**config.mk**
```make
export PLATFORM = sky130hd
export DESIGN_NAME = cdb_arbiter_flat
export DESIGN_NICKNAME = d
export VERILOG_FILES = /design/src/rtl/cdb_pkg.sv /design/src/rtl/cdb_arbiter_if.sv /design/src/rtl/rr_arbiter.sv /design/src/rtl/cdb_arbiter.sv /design/src/flat_wrapper.sv
export SDC_FILE = /design/constraint.sdc
export NUM_CORES = 1
export LEC_CHECK = 0
export CORE_UTILIZATION = 43
export DETAILED_ROUTE_END_ITERATION = 10
export PLACE_DENSITY = 0.84
export SLEW_MARGIN = 20
export SYNTH_ARGS = -nofsm -noshare
export SYNTH_HDL_FRONTEND = slang
export SYNTH_SLANG_ARGS = --single-unit
```
**constraint.sdc**
```tcl
create_clock -name clk -period 4.6 [get_ports clk]
set_clock_uncertainty 0.05 [all_clocks]
set_input_delay 0.46 -clock clk [delete_from_list [all_inputs] [get_ports clk]]
set_output_delay 0.46 -clock clk [all_outputs]
set_load 0.1 [all_outputs]
```
**src/rtl/cdb_pkg.sv**
```systemverilog
// Shared constants for the common-data-bus arbiter.
//   N_REQ    : number of CDB requesters (add1..add3, mul1..mul2, load/store)
//   TAG_W    : ROB index width (8-entry reorder buffer)
//   DATA_W   : result width
//   MAX_WAIT : wait cycles at which a requester is flagged as starved
//   next_ptr : round-robin pointer advance with wrap from N_REQ-1 to 0
package cdb_pkg;

    localparam int N_REQ    = 6;
    localparam int TAG_W    = 3;
    localparam int DATA_W   = 32;
    localparam int MAX_WAIT = 15;
    localparam int WAIT_W   = 4;
    localparam int IDX_W    = $clog2(N_REQ);

    localparam int REQ_ADD1 = 0;
    localparam int REQ_ADD2 = 1;
    localparam int REQ_ADD3 = 2;
    localparam int REQ_MUL1 = 3;
    localparam int REQ_MUL2 = 4;
    localparam int REQ_LS   = 5;

    localparam logic [WAIT_W-1:0] WAIT_SAT = '1;

    function automatic logic [IDX_W-1:0] next_ptr(input logic [IDX_W-1:0] w);
        return (w == IDX_W'(N_REQ - 1)) ? '0 : w + 1'b1;
    endfunction

endpackage

```
**src/rtl/cdb_arbiter_if.sv**
```systemverilog
// CDB request/broadcast bundle.
//   req/req_tag/req_data : per-requester completed result (tag/data sliced by index)
//   cdb_stall, flush     : ROB back-pressure and pipeline flush
//   grant                : one-hot, combinational
//   cdb_valid/tag/data   : registered broadcast
//   starve               : registered per-requester starvation flags
// master = the arbiter, slave = the requesters / consumers.
interface cdb_arbiter_if;
    import cdb_pkg::*;

    logic [N_REQ-1:0]        req;
    logic [N_REQ*TAG_W-1:0]  req_tag;
    logic [N_REQ*DATA_W-1:0] req_data;
    logic                    cdb_stall;
    logic                    flush;
    logic [N_REQ-1:0]        grant;
    logic                    cdb_valid;
    logic [TAG_W-1:0]        cdb_tag;
    logic [DATA_W-1:0]       cdb_data;
    logic [N_REQ-1:0]        starve;

    modport master (
        input  req, req_tag, req_data, cdb_stall, flush,
        output grant, cdb_valid, cdb_tag, cdb_data, starve
    );

    modport slave (
        output req, req_tag, req_data, cdb_stall, flush,
        input  grant, cdb_valid, cdb_tag, cdb_data, starve
    );

endinterface

```
**src/rtl/rr_arbiter.sv**
```systemverilog
// Combinational round-robin picker.
//   req_i   : request vector
//   ptr_i   : index scanned first (must be < N)
//   grant_o : one-hot of the first set request at ptr_i, ptr_i+1, ... mod N
//   idx_o   : encoded index of grant_o
//   valid_o : any request present
module rr_arbiter #(
    parameter int N = 6,
    parameter int W = 3
) (
    input  logic [N-1:0] req_i,
    input  logic [W-1:0] ptr_i,
    output logic [N-1:0] grant_o,
    output logic [W-1:0] idx_o,
    output logic         valid_o
);

    always_comb begin
        int j;
        j       = 0;
        grant_o = '0;
        idx_o   = '0;
        valid_o = 1'b0;
        for (int k = 0; k < N; k++) begin
            j = (int'(ptr_i) + k) % N;
            if (!valid_o && req_i[j]) begin
                valid_o    = 1'b1;
                grant_o[j] = 1'b1;
                idx_o      = W'(j);
            end
        end
    end

endmodule

```
**src/rtl/cdb_arbiter.sv**
```systemverilog
// Common data bus arbiter: picks one completed result per cycle (starved
// requesters first, lowest index; otherwise round-robin from rr_ptr) and
// broadcasts its ROB tag and data one cycle later.
//   clk, rst : clock and synchronous active-high reset
//   bus      : request/grant/broadcast bundle (master side)
module cdb_arbiter
    import cdb_pkg::*;
(
    input  logic          clk,
    input  logic          rst,
    cdb_arbiter_if.master bus
);

    logic [IDX_W-1:0]  rr_ptr_q, rr_ptr_d;
    logic [WAIT_W-1:0] wait_q [N_REQ];
    logic [WAIT_W-1:0] wait_d [N_REQ];
    logic [N_REQ-1:0]  starve_q, starve_d;
    logic              cdb_valid_q, cdb_valid_d;
    logic [TAG_W-1:0]  cdb_tag_q, cdb_tag_d;
    logic [DATA_W-1:0] cdb_data_q, cdb_data_d;

    logic [N_REQ-1:0]  rr_grant;
    logic [IDX_W-1:0]  rr_idx;
    logic              rr_valid;
    logic [N_REQ-1:0]  starved_req;
    logic [N_REQ-1:0]  grant;
    logic [IDX_W-1:0]  win_idx;
    logic              arb_en;

    rr_arbiter #(.N(N_REQ), .W(IDX_W)) u_rr (
        .req_i   (bus.req),
        .ptr_i   (rr_ptr_q),
        .grant_o (rr_grant),
        .idx_o   (rr_idx),
        .valid_o (rr_valid)
    );

    assign starved_req = bus.req & starve_q;
    assign arb_en      = !rst && !bus.cdb_stall && !bus.flush && rr_valid;

    // Starved requesters override the round-robin choice; scanning downward
    // leaves the lowest starved index as the winner.
    always_comb begin
        win_idx = rr_idx;
        for (int i = N_REQ - 1; i >= 0; i--) begin
            if (starved_req[i]) win_idx = IDX_W'(i);
        end
        grant = '0;
        if (arb_en) grant[win_idx] = 1'b1;
    end

    always_comb begin
        rr_ptr_d    = rr_ptr_q;
        cdb_valid_d = 1'b0;
        cdb_tag_d   = cdb_tag_q;
        cdb_data_d  = cdb_data_q;
        if (|grant) begin
            rr_ptr_d    = next_ptr(win_idx);
            cdb_valid_d = 1'b1;
            cdb_tag_d   = bus.req_tag[win_idx*TAG_W +: TAG_W];
            cdb_data_d  = bus.req_data[win_idx*DATA_W +: DATA_W];
        end
        for (int i = 0; i < N_REQ; i++) begin
            if (bus.flush || !bus.req[i] || grant[i]) begin
                wait_d[i] = '0;
            end else if (wait_q[i] != WAIT_SAT) begin
                wait_d[i] = wait_q[i] + 1'b1;
            end else begin
                wait_d[i] = wait_q[i];
            end
            starve_d[i] = (int'(wait_d[i]) >= MAX_WAIT);
        end
    end

    always_ff @(posedge clk) begin
        if (rst) begin
            rr_ptr_q    <= '0;
            starve_q    <= '0;
            cdb_valid_q <= 1'b0;
            cdb_tag_q   <= '0;
            cdb_data_q  <= '0;
            for (int i = 0; i < N_REQ; i++) wait_q[i] <= '0;
        end else begin
            rr_ptr_q    <= rr_ptr_d;
            starve_q    <= starve_d;
            cdb_valid_q <= cdb_valid_d;
            cdb_tag_q   <= cdb_tag_d;
            cdb_data_q  <= cdb_data_d;
            for (int i = 0; i < N_REQ; i++) wait_q[i] <= wait_d[i];
        end
    end

    assign bus.grant     = grant;
    assign bus.cdb_valid = cdb_valid_q;
    assign bus.cdb_tag   = cdb_tag_q;
    assign bus.cdb_data  = cdb_data_q;
    assign bus.starve    = starve_q;

endmodule

```
**src/flat_wrapper.sv**
```systemverilog
// flat-port wrapper written by rule: the top's interface ports become plain ports
module cdb_arbiter_flat import cdb_pkg::*;
  (clk, rst, bus_req, bus_req_tag, bus_req_data, bus_cdb_stall, bus_flush, bus_grant, bus_cdb_valid, bus_cdb_tag, bus_cdb_data, bus_starve);
  cdb_arbiter_if bus_i ();
  input  logic clk;
  input  logic rst;
  input wire logic [$bits(bus_i.req)-1:0] bus_req;
  input wire logic [$bits(bus_i.req_tag)-1:0] bus_req_tag;
  input wire logic [$bits(bus_i.req_data)-1:0] bus_req_data;
  input wire logic [$bits(bus_i.cdb_stall)-1:0] bus_cdb_stall;
  input wire logic [$bits(bus_i.flush)-1:0] bus_flush;
  output wire logic [$bits(bus_i.grant)-1:0] bus_grant;
  output wire logic [$bits(bus_i.cdb_valid)-1:0] bus_cdb_valid;
  output wire logic [$bits(bus_i.cdb_tag)-1:0] bus_cdb_tag;
  output wire logic [$bits(bus_i.cdb_data)-1:0] bus_cdb_data;
  output wire logic [$bits(bus_i.starve)-1:0] bus_starve;
  assign bus_i.req = bus_req;
  assign bus_i.req_tag = bus_req_tag;
  assign bus_i.req_data = bus_req_data;
  assign bus_i.cdb_stall = bus_cdb_stall;
  assign bus_i.flush = bus_flush;
  assign bus_grant = bus_i.grant;
  assign bus_cdb_valid = bus_i.cdb_valid;
  assign bus_cdb_tag = bus_i.cdb_tag;
  assign bus_cdb_data = bus_i.cdb_data;
  assign bus_starve = bus_i.starve;
  cdb_arbiter u_core (.clk(clk), .rst(rst), .bus(bus_i));
endmodule
```
== After elaboration in Yosys (flattened, before gate mapping) ==
Memories as Yosys holds them, arrays and structs flattened.
Cells that the tools add are included.
Word-level totals
  logic and storage cells: 153
  input port bits: 220
  output and inout port bits: 48
  register bits: 45
  bits in writable memories: 24
  memories kept: 1
Memories
  u_core.wait_q: depth 6, bits a word 4, read ports 6, clocked after memory_dff 0, wr ports 6, line cdb_arbiter.sv:15  | logic [WAIT_W-1:0] wait_q [N_REQ];
Operators by class
  equal/unequal tests: 7
  reduce and logical (&&, ||, !) cells: 36
  divide/modulo/power cells: 6
  magnitude comparators: 14
  multipliers: 1
  add/sub/neg operators: 12
  bitwise operators: 7
  shifts and indexed selects: 2
  mux-type cells: 62
Operators with widths (number)
  less-than comparator 32 x 5 -> 1 bit (second input constant): 6
  indexed part select 192 x 9 -> 32 bit: 1
  remainder unit 32 x 4 -> 32 bit (second input constant): 5
  2-to-1 mux 4 bit: 18
  2-to-1 mux 3 bit: 13
  remainder unit 4 x 4 -> 32 bit (second input constant): 1
  adder 4 x 1 -> 4 bit (second input constant): 6
  >= comparator 4 bit (second input constant): 6
  inequality test 4 bit (second input constant): 6
  2-to-1 mux 1 bit: 23
  binary-select mux 1 bit (select 3 bit): 6
  indexed part select 18 x 6 -> 3 bit: 1
  logical NOT 1 bit: 14
  logical OR 1 bit: 12
  logical AND 1 bit: 9
  adder 3 x 2 -> 4 bit (second input constant): 2
  adder 3 x 3 -> 4 bit (second input constant): 2
  bitwise AND 6 bit: 1
  2-to-1 mux 6 bit: 1
  OR 1 bit: 6
  OR reduction 6 bit: 1
  multiplier 3 x 2 -> 5 bit (second input constant): 1
  adder 3 x 1 -> 4 bit (second input constant): 1
  less-than comparator 3 x 4 -> 1 bit (second input constant): 1
  other kinds (4): 4

== Longest topological paths before layout ==
Gate-level depths: netlist of the first run.
  depth after elaboration: 34
  gate-level depth with buffers: 20
  mapped depth without buffers: 15

== Hierarchy ==
From an unflattened synthesis of the first run, not the netlist that was laid out.
Second synthesis, totals
  cell total of the unflattened synthesis: 732
  area, all modules: 6444.9 um2
Modules (own cells, without submodules)
  cdb_arbiter: cells an instance 519, instances 1, seq. area each 1381.3 um2, area each 4784.6 um2
  rr_arbiter: cells an instance 213, instances 1, seq. area each 0.0 um2, area each 1660.3 um2

== Worst setup path after synthesis of the first run ==
Ideal clock, no wire load.
  path type: flip-flop to output port
  start: register u_core.rr_ptr_q[1]
  end: output port bus_grant[2]
  setup slack: -1.573 ns
  data required time: 4.090 ns
  arrival time: 5.663 ns
  path buffers: 3
  cell stages (with the launch flop): 17
  cells stage by stage: dfxtp_1 > inv_1 > ha_1 > a21oi_2 > inv_1 > ha_1 > nor2b_1 > a21oi_1 > o41ai_2 > a21boi_2 > a211oi_1 > o21ai_1 > a22o_1 > buf_2 > buf_4 > buf_4 > nor3_1
On the way
  longest elaborated chain between the ends: 31
  elaborated cells between the ends (all ways): 64
  those cells by class: add/sub: 5; div: 6; order compare: 2; mux: 39; reduce/logical: 12
RTL lines
  from (decl): line cdb_arbiter.sv:14  | logic [IDX_W-1:0] rr_ptr_q, rr_ptr_d;
  from (signal assigned): line cdb_arbiter.sv:84  | rr_ptr_q <= rr_ptr_d;
  parallel branches: the longest is 30 deep, another holds remainder unit 32 x 4 -> 32 bit
  2-to-1 mux 6 bit *: line cdb_arbiter.sv:49  | if (arb_en) grant[win_idx] = 1'b1;
  to (decl): line flat_wrapper.sv:12  | output wire logic [$bits(bus_i.grant)-1:0] bus_grant;
Mark *: on every way between the ends. The select of a mux whose other input is x is not followed.

== Final worst setup path of the first run ==
  start: register u_core.rr_ptr_q[1]
  end: output port bus_grant[3]
Same word-level chain as after synthesis.

==> metrics, run 1 <==
initial drt markers=slightly above 500; Placed Instances=1199; grt total ovfl=0; H-tree levels=3; synthesized instance count=between 700 and 800; Fin. Hold Viols=0; dpl hpwl=about 18000 µm; sequential share of the synthesized area=between 20% and 30%; vias in the first global route=6775; Final Net Count=~1300; Chip Width=between 100 and 150 µm; layout cell share with drive strength beyond 1=between 10% and 20%; largest net degree at the start of global routing=72; share of the synthesized area in the top cell type=a little under a quarter; warnings from Yosys=0; met3 wire length=approximately 1800 µm; Post-DP Area=0.008882 mm²; Initial DRT Pass Iterations=5; Placement Rows=42; max_cap viols=0; initial antenna violation count=0; ys async rst share=0%; Synth Cell Area=0.005868 mm²; clk_lat worst skew=0.34 ns; average wire per standard cell=slightly below 20 µm; most common cell after layout, fill and taps aside=clkdlybuf4s50_1; Clk pin slew, worst setup/hold paths=about 0.060 ns; setup violators final=0; Port Buffers=around 270; Top FF cell, synth=dfxtp_1; Clock Sinks=between 60 and 70; Hold-fix buffers, CTS=0; fin area=roughly 0.0095 mm²; Setup crit end kind=output pin; Least-Margin Pin Slew=between 1 and 1.5 ns; Max stage delay on crit path=approximately 0.38 ns; Area Growth Syn to Fin=62.26%; CTS max path bufs=2; routed vias=a little over 7000; Detail Route Antenna Nets=0; met1 WL=approximately 10000 µm; most frequent cells in the layout=clkdlybuf4s50_1, nand2_1, dfxtp_1; DIE AREA=roughly 0.014 mm²; Power Density=around 350 mW/mm²; syn_area_per_cell=between 7 and 8 µm²; flip-flop and latch count after synthesis=69; crit path kind=flip-flop to output pin; EDFF count, synth=0; Worst Path Required=4.09 ns; Die Y=approximately 120 µm; Min-Delay Path Class=flip-flop to flip-flop; leading area contributor after synthesis=dfxtp_1; Worst setup SP type=flip-flop; maximum VDD drop=0.1914 mV; Area contributors post-synth=dfxtp_1, nand2_1, mux2i_1, nor3_1, ha_1; clock root cell=clkbuf_16; f_max=roughly 0.22 GHz; number of diodes=0; Leakage=between 3 and 4 nW; period utilisation layout=a little under 100%; Post-Syn Nets=between 1000 and 1500; first-pass GRT wire length=around 36000 µm; TritonCTS buffer count=9; normalized max-slew margin=24.33%; Total Routed Length=roughly 24000 µm; arrival time at the worst endpoint=about 4 ns; Starting Density=about 44%; status=completed; Final Max Tran Viols=0; vias per inst=between 5 and 6; Final min period=about 4.5 ns; GRT Overall Usage=roughly a third; Remaining DRCs=0; CTS tree=yes; CP max stage cell=or3_4; fin cells=around 1200; count of cell types in the netlist=77; crit-path max FO=6; core area=~0.013 mm²; met2 wire length=about 11000 µm; CP cell instances=buf_6 > ha_4 > nand2_4 > inv_1 > ha_1 > inv_1 > a31o_1 > mux2_4 > or3_4 > or3_4 > a311oi_2 > buf_4 > o22a_1 > buf_6 > nand4_1 > clkinvlp_4 > buf_12; placer congestion estimate=around 0.97; uppermost layer routed=met4; Top Ports=roughly 270
[report_power, final]
| part | total (mW) | leakage (nW) | internal (mW) | switching [mW] |
|---|---|---|---|---|
| logic | 1.84 | 2.82 | 0.665 | 1.17 |
| registers | 0.713 | 0.566 | 0.666 | 0.0470 |
| clock network | 0.806 | 0.172 | 0.533 | 0.273 |
| total | 3.36 | 3.55 | 1.86 | 1.49 |
[synthesized netlist by cell type (all sizes together), types with 12 or more instances]
master	count
mux2	12
buf	37
nand4	14
nand3	35
o21ai	14
a22o	23
ha	19
nor3	69
mux2i	46
a32o	17
nor2	54
nor3b	16
a311oi	25
dfxtp	69
inv	15
nand2b	27
a21oi	33
nand2	142
[what timing repair did]
item                                    in CTS  in global routing
resized for setup                            9                 37
setup buffers                                7                  6
hold endpoints to repair                     0                  0
endpoints found under the setup margin       6                 28
pin swaps                                    8                 17
[critical path: cells and delay by family (launching register included)]
family / cells / cell delay (ns)
AND/OR/NAND/NOR: 4 / 1.05
buffers and inverters: 7 / 0.84
AO/OA/AOI/OAI: 3 / 0.66
adder cells (fa/ha/maj): 2 / 0.42
flip-flops: 1 / 0.37
multiplexers: 1 / 0.34
[layout make-up]
type / count / area (µm²)
multi-input combinational: 642 / 4397
clock buffer: 13 / 280.3
sequential: 69 / 1393
inverter: 15 / 62.56
clock inverter: 3 / 65.06
fill: 1035 / 3774
timing repair buffer: 309 / 3104
tap: 176 / 220.2
[per-stage QoR]
stage	utilization [%]	setup TNS, ns	power (mW)	hold WS [ns]	setup WS [ns]
floorplan	-	-0.09195	1.922	0.4414	-0.09195
global placement	66.81	0	2.481	0.3969	0.07381
detailed placement	66.81	0	2.488	0.4077	0.02700
CTS	70.09	0	3.311	0.4162	0.002451
global route	71.62	-0.07728	3.482	0.4401	-0.02751
finish	71.62	0	3.356	0.4142	0.06466
[logic make-up after synthesis]
kind of cell             share of synthesized area, %
AND/OR/NAND/NOR                                 31.07
AO/OA/AOI/OAI                                   23.41
flip-flops                                      23.54
buffers and inverters                           5.736
multiplexers                                    10.15
adder cells (fa/ha/maj)                         4.051
XOR/XNOR                                        2.047
[registers in the layout, indices dropped and copies added (netlist names)]
name and count:
u_core.bus.cdb_data 32, u_core.bus.cdb_tag 3, u_core.bus.cdb_valid 1, u_core.bus.starve 6
u_core.rr_ptr_q 3, u_core.wait_q 24
[per-layer routing]
layer	global-route usage, %	up-vias
li1	-	3422
met1	41.35	3365
met2	54.61	343
met3	7.423	53
met4	13.13	0
met5	0	-
[final timing paths]
check	from	end	slack, ns	cells past startpoint
max reg2reg	u_core.rr_ptr_q[1]	u_core.bus.cdb_data[27]	0.20	16
max	u_core.rr_ptr_q[1]	bus_grant[3]	0.06	17
min	u_core.bus.cdb_data[26]	u_core.bus.cdb_data[26]	0.41	1
min reg2reg	u_core.bus.cdb_data[26]	u_core.bus.cdb_data[26]	0.41	1
Note: power is estimated with default switching activity, not from simulation.
==> inputs of run 2 (changes only) <==
- CELL_PAD_IN_SITES_DETAIL_PLACEMENT: default -> 0
- CELL_PAD_IN_SITES_GLOBAL_PLACEMENT: default -> 2
- CORE_UTILIZATION: 43 -> 22
- PLACE_DENSITY: 0.84 -> 0.81
==> metrics, run 2 (same netlist as run 1, synthesis figures left out) <==
worst r2r dst=u_core.bus.cdb_data[4]; gr busiest metal=met2; Register-to-Register Path Depth=16; cell mode on critical path=ha_1; cell internal pwr=1.781 mW; CTS max path bufs=2; placer congestion estimate=approximately 0.92; Clock Sinks=69; Flop pwr share=between 20% and 30%; first-pass GRT wire length=~39000 µm; worst hold slack=0.4252 ns; DIE AREA=approximately 0.027 mm²; Setup Total Neg Slack=0 ns; CTS tree=yes; clock root cell=clkbuf_16; Worst Path Required=4.09 ns; Die Y=between 150 and 200 µm; routed vias=just under 7000; clk_lat worst skew=0.34 ns; arrival time at the worst endpoint=between 4 and 5 ns; core area=about 0.026 mm²; Max stage delay on crit path=0.45 ns; most frequent cells in the layout=clkdlybuf4s50_1, nand2_1, dfxtp_1; GRT Overall Usage=a little under a fifth; Top Ports=roughly 270; CP max stage cell=a2111o_2; crit-path leading delay family=compound AO/OA/AOI/OAI gates; Final Max Tran Viols=0; average wire per standard cell=~19 µm; Placement Rows=59; Placed Instances=1363; Least-Margin Pin Slew=between 1 and 1.5 ns; Tot Pwr=approximately 3.3 mW; RSZ-0062 raised after global routing=true; Remaining DRCs=16; Switching Share=46.02%; normalized max-slew margin=23.80%; met3 Use GR=~4.5%; Sw Pwr=1.518 mW; Total Routed Length=26630 µm; Clk pwr share=between 20% and 30%; Filler Cells Inserted=2776; grt total ovfl=0; Hold Path Stages=1; Power Density=340.6 mW/mm²; max reg flops=32; status=finished, violations left; Chip Width=~170 µm; Fin. Hold Viols=0; initial drt markers=~360; largest net degree at the start of global routing=a little over 70; violated checks=design-rule violations; Initial DRT Pass Iterations=8; Leakage=~3.5 nW; period utilisation layout=98.78%; Post-DP Area=slightly above 0.009 mm²; f_max=between 0.2 and 0.25 GHz; TritonCTS buffer count=9; max_cap viols=0; R2R Setup Slk=approximately 0.35 ns; maximum VDD drop=~0.21 mV; worst slack, placed=between 0.07 and 0.08 ns; worst setup slack after layout=0.05620 ns; Worst setup SP type=flip-flop; Detail Route Antenna Nets=0; Starting Density=~22%; initial antenna violation count=0; CP Buf/Inv Count=5; dpl hpwl=20700 µm; layout cell share with drive strength beyond 1=12.42%; Clk pin slew, worst setup/hold paths=roughly 0.060 ns; setup violators final=0; Port Buffers=267; Final min period=around 4.5 ns; H-tree levels=3; crit path kind=flip-flop to output pin; worst r2r src=u_core.rr_ptr_q[1]; Setup crit end kind=output pin; fin cells=about 1400; vias per inst=4.972; fin area=approximately 0.0097 mm²; Final Net Count=around 1300; vias in the first global route=6600; met2 usage=between 30% and 40%; Area Growth Syn to Fin=65.05%; Core Util, Final=37.06%; Min-Delay Endpoint=u_core.bus.cdb_data[30]; hold path start=u_core.bus.cdb_data[30]; most common cell after layout, fill and taps aside=clkdlybuf4s50_1; global routing usage on met1=around 23%; CP cell instances=buf_4 > ha_1 > a21oi_2 > inv_1 > ha_1 > nand3b_1 > a32o_2 > or3_1 > a21o_1 > and3_4 > a2111o_2 > inv_2 > nand4_1 > clkinvlp_4 > buf_12; crit-path max FO=8; Logic pwr share=57.2%; Min-Delay Path Class=flip-flop to flip-flop
run 2: changes by cell type in the layout (fill, tap and decap cells not counted), sizes merged:
cell | before | now
diode | 0 | 2
clkbuf | 13 | 12
buf | 48 | 54
bufinv | 2 | 1
run 2: how the worst max path moves through the flow:
| stage | from | to | slack [ns] | cells after the start |
|---|---|---|---|---|
| global placement | bus_req[1] | bus_grant[3] | 0.08 | 12 |
| detailed placement | u_core.rr_ptr_q[1] | bus_grant[3] | 0.08 | 15 |
| global route | u_core.rr_ptr_q[1] | bus_grant[3] | -0.09 | 15 |
| CTS | u_core.rr_ptr_q[1] | bus_grant[0] | 0.005 | 16 |
| finish | u_core.rr_ptr_q[1] | bus_grant[3] | 0.06 | 15 |
| floorplan | u_core.rr_ptr_q[2] | bus_grant[2] | -0.09 | 17 |
run 2: area by class of cell:
cell class	instances	area, µm²	area share (%)
Timing Repair Buffer	315	3151	32.53
Clock inverter	2	35.03	0.3617
Multi-Input combinational cell	642	4382	45.24
Tap cell	335	419.2	4.328
Antenna cell	2	5.005	0.05167
Clock buffer	12	246.5	2.545
Sequential cell	69	1388	14.33
Inverter	15	60.06	0.6201
run 2: what timing repair did:
action / CTS / global route
setup buffers: 5 / 8
hold endpoints to repair: 0 / 0
gates resized for setup: 16 / 19
setup endpoints to repair: 6 / 6
cloned: 0 / 0
hold buffers: 0 / 0
pin swaps: 5 / 9
run 2: metal layers:
metal	wire length, µm	vias to the layer above
li1	-	3424
met1	11150	3245
met2	13360	229
met3	1689	23
met4	434	0
met5	0	-
run 2: power groups by stage:
| stage | Clock (mW) | Sequential, mW | Combinational (mW) |
|---|---|---|---|
| after floorplan | 0 | 1.17 | 0.750 |
| after global placement | 0 | 0.724 | 1.82 |
| after CTS | 0.713 | 0.714 | 1.84 |
| after detailed placement | 0 | 0.724 | 1.81 |
| after global routing | 0.736 | 0.722 | 1.99 |
| final | 0.698 | 0.713 | 1.89 |
